<file path="config.mk">
export PLATFORM = sky130hd
export DESIGN_NAME = sys_pulse_gen
export DESIGN_NICKNAME = d
export VERILOG_FILES = /design/src/rtl/sys_pulse_gen.sv
export SDC_FILE = /design/constraint.sdc
export NUM_CORES = 1
export LEC_CHECK = 0
export CORE_MARGIN = 5
export CORE_UTILIZATION = 40
export DETAILED_ROUTE_END_ITERATION = 8
export GPL_ROUTABILITY_DRIVEN = 0
export MAX_ROUTING_LAYER = met4
export SYNTH_ARGS = -nofsm -noshare
export SYNTH_HDL_FRONTEND = slang
export SYNTH_SLANG_ARGS = --single-unit
</file>
<file path="constraint.sdc">
create_clock -name clk -period 11.2 [get_ports clk]
set_input_delay 3.36 -clock clk [delete_from_list [all_inputs] [get_ports clk]]
set_output_delay 3.36 -clock clk [all_outputs]
set_load 0.01 [all_outputs]
</file>
<file path="src/rtl/sys_pulse_gen.sv">
// Programmable pulse-train generator driven by four config registers.
// Period, width, count and mode are shadowed on an accepted start edge.
module sys_pulse_gen #(
    parameter int unsigned DATA_WIDTH = 32
) (
    input  logic                  clk,
    input  logic                  rstn,
    input  logic [DATA_WIDTH-1:0] reg_0,
    input  logic [DATA_WIDTH-1:0] reg_1,
    input  logic [DATA_WIDTH-1:0] reg_2,
    input  logic [DATA_WIDTH-1:0] reg_3,
    output logic                  pulse_out,
    output logic                  busy,
    output logic                  done,
    output logic                  cfg_err,
    output logic [DATA_WIDTH-1:0] pulse_num
);

    typedef enum logic {
        IDLE = 1'b0,
        RUN  = 1'b1
    } state_t;

    localparam logic [DATA_WIDTH-1:0] ONE = DATA_WIDTH'(1);

    state_t                state_q, state_d;
    logic                  start_q, start_d;
    logic                  cont_q, cont_d;
    logic [DATA_WIDTH-1:0] p_q, p_d;
    logic [DATA_WIDTH-1:0] w_q, w_d;
    logic [DATA_WIDTH-1:0] c_q, c_d;
    logic [DATA_WIDTH-1:0] ph_q, ph_d;
    logic [DATA_WIDTH-1:0] pnum_q, pnum_d;
    logic                  pulse_q, pulse_d;
    logic                  done_q, done_d;
    logic                  cfg_err_q, cfg_err_d;

    logic                  start_edge;
    logic                  bad_cfg;
    logic [DATA_WIDTH-1:0] ph_inc;
    logic [DATA_WIDTH-1:0] pnum_inc;
    logic                  unused_ctrl_bits;

    always_comb begin
        unused_ctrl_bits = ^reg_0[DATA_WIDTH-1:3];
    end

    always_comb begin
        start_edge = reg_0[1] & ~start_q;
        bad_cfg    = (reg_1 == '0) || ((reg_3 == '0) && !reg_0[2]);
        ph_inc     = ph_q + ONE;
        pnum_inc   = pnum_q + ONE;

        state_d   = state_q;
        start_d   = reg_0[1];
        cont_d    = cont_q;
        p_d       = p_q;
        w_d       = w_q;
        c_d       = c_q;
        ph_d      = ph_q;
        pnum_d    = pnum_q;
        pulse_d   = 1'b0;
        done_d    = 1'b0;
        cfg_err_d = 1'b0;

        unique case (state_q)
            IDLE: begin
                if (start_edge && reg_0[0]) begin
                    if (bad_cfg) begin
                        cfg_err_d = 1'b1;
                    end else begin
                        state_d = RUN;
                        p_d     = reg_1;
                        w_d     = reg_2;
                        c_d     = reg_3;
                        cont_d  = reg_0[2];
                        ph_d    = '0;
                        pnum_d  = '0;
                        pulse_d = (reg_2 != '0);
                    end
                end
            end
            RUN: begin
                // pulse_q is registered, so it is computed from the phase the next cycle will hold
                if (!reg_0[0]) begin
                    state_d = IDLE;
                end else if (ph_inc == p_q) begin
                    pnum_d = pnum_inc;
                    if (!cont_q && (pnum_inc == c_q)) begin
                        state_d = IDLE;
                        done_d  = 1'b1;
                    end else begin
                        ph_d    = '0;
                        pulse_d = (w_q != '0);
                    end
                end else begin
                    ph_d    = ph_inc;
                    pulse_d = (ph_inc < w_q);
                end
            end
            default: state_d = IDLE;
        endcase
    end

    always_ff @(posedge clk or negedge rstn) begin
        if (!rstn) begin
            state_q   <= IDLE;
            start_q   <= 1'b0;
            cont_q    <= 1'b0;
            p_q       <= '0;
            w_q       <= '0;
            c_q       <= '0;
            ph_q      <= '0;
            pnum_q    <= '0;
            pulse_q   <= 1'b0;
            done_q    <= 1'b0;
            cfg_err_q <= 1'b0;
        end else begin
            state_q   <= state_d;
            start_q   <= start_d;
            cont_q    <= cont_d;
            p_q       <= p_d;
            w_q       <= w_d;
            c_q       <= c_d;
            ph_q      <= ph_d;
            pnum_q    <= pnum_d;
            pulse_q   <= pulse_d;
            done_q    <= done_d;
            cfg_err_q <= cfg_err_d;
        end
    end

    always_comb begin
        pulse_out = pulse_q;
        busy      = (state_q == RUN);
        done      = done_q;
        cfg_err   = cfg_err_q;
        pulse_num = pnum_q;
    end

endmodule

</file>
==> qor.csv, run 1 <==
metric,value,unit
tritoncts,built,
diodes,0,
cts_made_buffers,17,
setup_viol,0,
die_h,174,um
syn_area_per_cell,9.33,um2
final_nets,1402,
start_util,0.403,
antenna_found_initial,0,
post-cts-setup-buffers,0,
yosysSeqAreaShare,0.386,
vdd_drop_max,0.0813,mV
clock_sinks,166,
dp_hpwl,24.4,mm
synth_area,10800,um2
cts_resized,0,
hold_viol_final,0,
h-tree-depth,4,
startpoint_type,input pin,
synth_cell_types,76,
vias,9366,
synth_edf_count,0,
power_leakage,5.24,nW
pin_count,166,
numPortBuffers,136,
rows,60,
fmax,157,MHz
firstDrtPassIters,7,
syn_to_final_growth,19.0,%
grt_pass1_vias,9257,
grt.total_usage,0.221,
path_max_fanout,92,
synthArstFlopShare,1.00,
via_per_inst,5.88,
finalCritPeriodShare,0.570,
clk_pin_slew,0.07,ns
cts_max_path_buffers,2,
grt_first_pass_wirelength,52.4,mm
max_slew.worst_pin.slew,1.09,ns
slew_headroom,0.269,
yosysWarnings,0,
grt_max_degree,103,
clockRootBuffer,clkbuf_16,
die_w,174,um
fin_crit,6.38,ns
setup-tns-final,0,ns
worstPathRequired,11.50,ns
drv_slew,0,
skew,0.0139,ns
antenna_left,0,
outcome,"complete, no violations",
overflow,0,
dp_cells,1561,
drive_gt1_frac,0.106,
wirelength,32.7,mm
drt_iter0_markers,873,
syn-num-nets,1317,
worstPathArrival,6.68,ns
drcViolationCount,0,
cp-end-kind,register,
cts_hold_buf,0,
timing.setup.critical_path_class,in2reg,
drv_cap,0,
wl_per_cell,20.5,um
dieArea,30300,um2
rsz0062_at_grt,no,
insertion_delay,0.43,ns
hold_class,reg2reg,
synth-main-ff-cell,dfrtp_1,
p_per_area,143,nW/um2
instances_no_fill,1593,
core,26700,um2
synth_seq_cells,166,
synth_cells,1154,
==> layout make-up <==
class                      count  area [um2]
clock inverter                13         121
inverter                      50         188
timing repair buffer         145        1430
fill                        2597       13900
tap                          341         427
clock buffer                  19         453
sequential                   166        4150
multi-input combinational    859        6040
==> path summary, 6_finish.rpt <==
check | cells past startpoint | start | slack [ns] | end
min in group asynchronous | 1 | rstn | 3.03 | w_q[9]
worst min-delay path | 1 | start_q | 0.46 | cfg_err
max in group asynchronous | 2 | rstn | 6.65 | p_q[26]
worst max register to register | 12 | ph_q[0] | 6.03 | pulse_num[5]
worst min register to register | 1 | start_q | 0.46 | cfg_err
worst max-delay path | 12 | reg_3[17] | 4.82 | ph_q[19]
==> state kept, by name (all words and copies together) (netlist names), 32 cells and up <==
signal and flops:
c_q 32, p_q 32, ph_q 32, pulse_num 32
w_q 32
==> routing by layer <==
layer  up-vias  track usage  routed length (um)
met1      4582        0.296               14800
met4         0       0.0673                 837
li1       4439            -                   -
met3        52       0.0311                1540
met2       293        0.351               15600
met5         -            -                   0
==> critical path, stage by stage <==
cell,delay (ns)
clkdlybuf4s50_1,0.47
nor4_1,0.29
nand2_1,0.09
nor4_1,0.63
a21oi_1,0.16
nor4b_2,0.21
buf_4,0.39
a21o_1,0.30
o31ai_4,0.05
buf_4,0.43
o21ai_0,0.17
o41ai_1,0.10
==> synth_stat cells (all sizes together) (33+ instances only) <==
cell type    n  area, um2
xor2        37        324
nand2      112        435
dfrtp      166       4150
ha          33        413
mux2        63        709
o21ai       73        365
inv         49        184
and3        38        239
nor2        42        174
xnor2       60        526
clkbuf      46        175
nor4        64        449
nand3       42        233
buf         33        223
nor3        54        280
nand4       43        284
==> report_power, final <==
group | switching [W] | leakage, nW | internal (W)
Clock | 0.000263 | 0.268 | 0.000320
Sequential | 0.000110 | 2.11 | 0.000695
Combinational | 0.000221 | 2.87 | 0.000220
==> placed cells by master, fill, tap and decap left out, drive strengths merged, types with 5 or more instances in the layout <==
cell type	instances
clkinvlp	5
a21oi	16
nor3	54
nor2b	6
xor2	37
buf	10
a21o	8
nand2	112
nor4	64
or3	10
o211ai	9
clkdlybuf4s50	135
o21ai	73
a31oi	10
o2111ai	5
nand2b	10
mux2	63
xnor2	60
o221ai	5
o31ai	12
ha	33
or4	11
clkinv	5
a221o	19
nor2	42
nand3b	7
nand3	42
nand4	43
and3	38
inv	52
clkbuf	19
dfrtp	166
a211o	13
==> per-stage QoR <==
| step | hold WS [ns] | worst slack [ns] | cell area (um2) | util | total power (W) |
|---|---|---|---|---|---|
| floorplan | 0.409 | 5.73 | 10800 | - | 0.00107 |
| global placement | 0.442 | 4.40 | 12200 | 0.458 | 0.00124 |
| detailed placement | 0.456 | 4.37 | 12200 | 0.458 | 0.00125 |
| CTS | 0.464 | 4.83 | 12800 | 0.480 | 0.00184 |
| global route | 0.496 | 4.52 | 12800 | 0.480 | 0.00193 |
| finish | 0.459 | 4.82 | 12800 | 0.480 | 0.00183 |
==> cell families (layout without fill, tap and decap cells) <==
family,after synthesis,in the layout,synth area share
xor gates and xnor gates,100,100,0.0852
buffers and inverters,129,227,0.0544
muxes,64,64,0.0668
adders and majority gates,33,33,0.0383
DFF,166,166,0.386
and+or+nand+nor,460,460,0.238
AOI/OAI and AO/OA,202,202,0.131
Power figures use the tool's default switching activity.
==> run 2, diff against run 1 <==
- clock period: 11.2 -> 5.8 ns (I/O delays scaled with it)
==> run 2 against run 1 <==
Against the previous run:
- cell count up 0.13%
- non-clock buffer count up 3
- die area unchanged
- critical path depth down 2
- sequential power up 94%
- power up 91%
- utilization up 0.084 points
- sequential cell count unchanged
- largest cell class unchanged
- critical path type is now reg2reg
- worst setup slack worse by 3.6 ns
- sequential share of layout area down 0.057 points
==> qor.csv, run 2 (synthesis gave the netlist of run 1 again) <==
metric,value,unit
outcome,"complete, no violations",
dp_cells,1564,
cp_slowest_cell,or4_4,
fin_crit,4.62,ns
hold_viol_final,0,
timing.setup.critical_path_class,reg2reg,
numPortBuffers,136,
clock_sinks,166,
antenna_found_initial,0,
overflow,0,
antenna_left,0,
hold_class,reg2reg,
pin_count,166,
firstDrtPassIters,5,
slowest_delay,0.68,ns
setup_viol,0,
path_cells,"and3_1, nand4_4, or3_1, xor2_1, o2111ai_1, or4_1, or4_4, nor2_8, a31oi_1, a211o_1",
h-tree-depth,4,
cts_max_path_buffers,2,
rsz0062_at_grt,no,
syn_to_final_growth,19.2,%
grt.total_usage,0.219,
slew_headroom,0.385,
diodes,0,
worstPathRequired,6.12,ns
core,26700,um2
wl_per_cell,20.5,um
drv_cap,0,
post-cts-setup-buffers,0,
clk_pin_slew,0.07,ns
rows,60,
die_w,174,um
fmax,216,MHz
skew,0.0159,ns
dieArea,30300,um2
p_per_area,271,nW/um2
dpl_cell_area,12300,um2
insertion_delay,0.43,ns
worstPathArrival,4.94,ns
mostFrequentLayoutCells,"dfrtp_1, clkdlybuf4s50_1, nand2_1",
instances_no_fill,1595,
start_util,0.403,
drv_slew,0,
max_slew.worst_pin.slew,0.923,ns
final_nets,1405,
cts_resized,0,
startpoint_type,register,
wirelength,32.6,mm
cts_made_buffers,17,
path_max_fanout,32,
setup-tns-final,0,ns
drive_gt1_frac,0.107,
grt_max_degree,95,
grt_pass1_vias,8946,
cp-end-kind,register,
finalCritPeriodShare,0.797,
fin_area,12800,um2
via_per_inst,5.82,
drcViolationCount,0,
mostFrequentLayoutCell,dfrtp_1,
vdd_drop_max,0.150,mV
die_h,174,um
clockRootBuffer,clkbuf_16,
cts_hold_buf,0,
vias,9284,
dp_hpwl,24.7,mm
grt_first_pass_wirelength,51.3,mm
drt_iter0_markers,837,
power_leakage,5.25,nW
tritoncts,built,
==> run 2: cell types whose count changed in the layout (fill, tap and decap cells not counted) <==
cell       change
buf_12         +2
buf_4          +1
bufinv_16      -1
clkbuf_1       +1
clkinv_2       -2
inv_8          +1
==> run 2: final timing paths <==
kind,start,endpoint,slack (ns),depth (start not counted)
hold reg to reg,start_q,cfg_err,0.46,1
hold / removal,start_q,cfg_err,0.46,1
min in group asynchronous,rstn,c_q[30],1.41,1
max in group asynchronous,rstn,pulse_out,3.30,2
setup / recovery,ph_q[6],pulse_num[25],1.18,10
setup reg to reg,ph_q[6],pulse_num[25],1.18,10
==> run 2: final cells by class <==
class | instances | area, um2
Clock buffer | 20 | 457
Clock inverter | 11 | 92.6
Fill cell | 2561 | 13900
Inverter | 50 | 188
Multi-Input combinational cell | 859 | 6040
Sequential cell | 166 | 4150
Tap cell | 341 | 427
Timing Repair Buffer | 148 | 1480
==> run 2: worst max-delay path, delay by kind of cell, from the launching register on <==
| kind | cells | cell delay (ns) |
|---|---|---|
| simple gates | 6 | 2.94 |
| compound gates | 3 | 0.62 |
| flops | 1 | 0.59 |
| xor+xnor | 1 | 0.33 |
==> run 2: power by group <==
part / internal (W) / leakage (nW) / switching (W)
Combinational: 0.000427 / 2.89 / 0.000421
Clock: 0.000576 / 0.254 / 0.000501
Sequential: 0.00134 / 2.11 / 0.000216
Total: 0.00235 / 5.25 / 0.00114
==> run 2: routing by layer <==
metal	wire length, um	up-vias	global-route usage
met4	635	0	0.0597
li1	-	4439	-
met1	15000	4537	0.293
met5	0	-	-
met3	1450	45	0.0352
met2	15500	263	0.347
==> run 2: stage by stage <==
stage / power [W] / util / hold slack, ns / setup slack [ns]
after global routing: 0.00367 / 0.480 / 0.484 / 0.973
after detailed placement: 0.00242 / 0.460 / 0.457 / 0.949
after global placement: 0.00240 / 0.460 / 0.441 / 0.973
after floorplan: 0.00207 / - / 0.409 / 1.95
final: 0.00348 / 0.480 / 0.460 / 1.18
after CTS: 0.00351 / 0.480 / 0.469 / 1.21
==> run 3, diff against run 2 <==
- clock period: 5.8 -> 4.55 ns (I/O delays scaled with it)
==> run 3 against run 2 <==
Against the previous run:
- count of clock-buffer cells in the layout shrank 2
- utilization up 1.4 points
- critical path depth rose by 1
- wire length grew 1.3%
- register-to-register slack worse by 0.85 ns
- fmax grew 9.4%
- largest cell class unchanged
==> qor.csv, run 3 (synthesis gave the netlist of run 1 again) <==
metric,value,unit
drv_slew,0,
cp-end-kind,register,
die_w,174,um
pin_count,166,
cts_max_path_buffers,2,
hold_viol_final,0,
grt_first_pass_wirelength,52.8,mm
worstPathRequired,4.87,ns
drv_cap,0,
whs_endpoint,cfg_err,
via_per_inst,5.84,
antenna_found_initial,0,
mostFrequentLayoutCells,"dfrtp_1, clkdlybuf4s50_1, nand2_1",
drt_iter0_markers,704,
antenna_left,0,
wirelength,33.1,mm
vdd_drop_max,0.256,mV
numPortBuffers,136,
tritoncts,built,
path_max_fanout,12,
nFillCells,2558,
rsz0062_at_grt,no,
setup_viol,0,
drcViolationCount,0,
cts_made_buffers,17,
fin_crit,4.22,ns
h-tree-depth,4,
finalCritPeriodShare,0.929,
drive_gt1_frac,0.135,
dp_cells,1604,
cts_resized,0,
whs,0.454,ns
syn_to_final_growth,22.8,%
skew,0.0160,ns
dieArea,30300,um2
r2r-start,ph_q[6],
rows,60,
p_per_area,350,nW/um2
timing.setup.critical_path_class,reg2reg,
outcome,"complete, no violations",
overflow,0,
wl_per_cell,20.2,um
reg2reg_to,ph_q[23],
r2r_cells,11,
insertion_delay,0.44,ns
grt_max_degree,92,
firstDrtPassIters,7,
fin_area,13200,um2
start_util,0.403,
grt.total_usage,0.224,
core,26700,um2
hold_class,reg2reg,
clock_sinks,166,
mostFrequentLayoutCell,dfrtp_1,
cts_hold_buf,0,
dpl_cell_area,12600,um2
fmax,237,MHz
grt_pass1_vias,9211,
diodes,0,
final_nets,1445,
hold_path_depth,1,
dp_hpwl,25.4,mm
hp-start,start_q,
r2r_slack,0.33,ns
vias,9547,
clockRootBuffer,clkbuf_16,
power_leakage,5.50,nW
clk_pin_slew,0.07,ns
setup-tns-final,0,ns
slew_headroom,0.367,
startpoint_type,register,
die_h,174,um
max_slew.worst_pin.slew,0.943,ns
post-cts-setup-buffers,0,
worstPathArrival,4.55,ns
instances_no_fill,1635,
[run 3: cell count changes in the layout (fill, tap and decap cells not counted)]
cell,change
bufinv_16,+3
inv_8,-1
clkinvlp_4,-2
clkbuf_1,-1
clkbuf_8,-1
buf_4,+38
inv_6,+1
buf_12,+2
clkinv_2,+1
[run 3: worst max-delay path by stage]
stage                         start             to  slack [ns]  cells past startpoint
final                       ph_q[6]       ph_q[23]        0.33                     11
after CTS                   ph_q[6]       ph_q[23]        0.34                     11
after detailed placement  reg_3[31]        p_q[14]        0.13                     10
after floorplan             ph_q[0]  pulse_num[25]        0.89                     15
after global routing        ph_q[1]       ph_q[23]        0.12                     12
after global placement    reg_3[28]         p_q[6]        0.17                     10
[run 3: per-layer routing]
layer	wire length, um	vias to the layer above	track usage
li1	-	4529	-
met1	14900	4634	0.302
met2	15700	324	0.359
met3	1730	60	0.0315
met4	714	0	0.0581
met5	0	-	-
[run 3: per-stage QoR]
stage,util,setup slack [ns],power (W)
after floorplan,-,0.887,0.00264
after global placement,0.472,0.168,0.00309
after detailed placement,0.472,0.134,0.00311
after CTS,0.495,0.339,0.00466
after global routing,0.495,0.120,0.00487
final,0.495,0.325,0.00462
[run 3: final cells by class]
type / count / area [um2] / area share
inverter: 50 / 188 / 0.0142
clock inverter: 13 / 170 / 0.0129
multi-input combinational: 859 / 6040 / 0.457
timing repair buffer: 188 / 1800 / 0.136
tap: 341 / 427 / 0.0323
sequential: 166 / 4150 / 0.314
clock buffer: 18 / 439 / 0.0332
[run 3: critical path: stages (launching register included)]
cell	delay [ns]
dfrtp_1	0.58
and3_1	0.47
nand4_4	0.17
or3_1	0.46
xor2_1	0.23
o2111ai_1	0.16
or4_1	0.57
or4_4	0.66
o31ai_4	0.34
buf_4	0.25
o21ai_0	0.12
o41ai_1	0.08
[run 3: where the power goes]
part	internal, W	switching (W)	total, W
combinational	0.000567	0.000569	0.00114
clock	0.000884	0.000650	0.00153
sequential	0.00171	0.000244	0.00196
total	0.00316	0.00146	0.00462
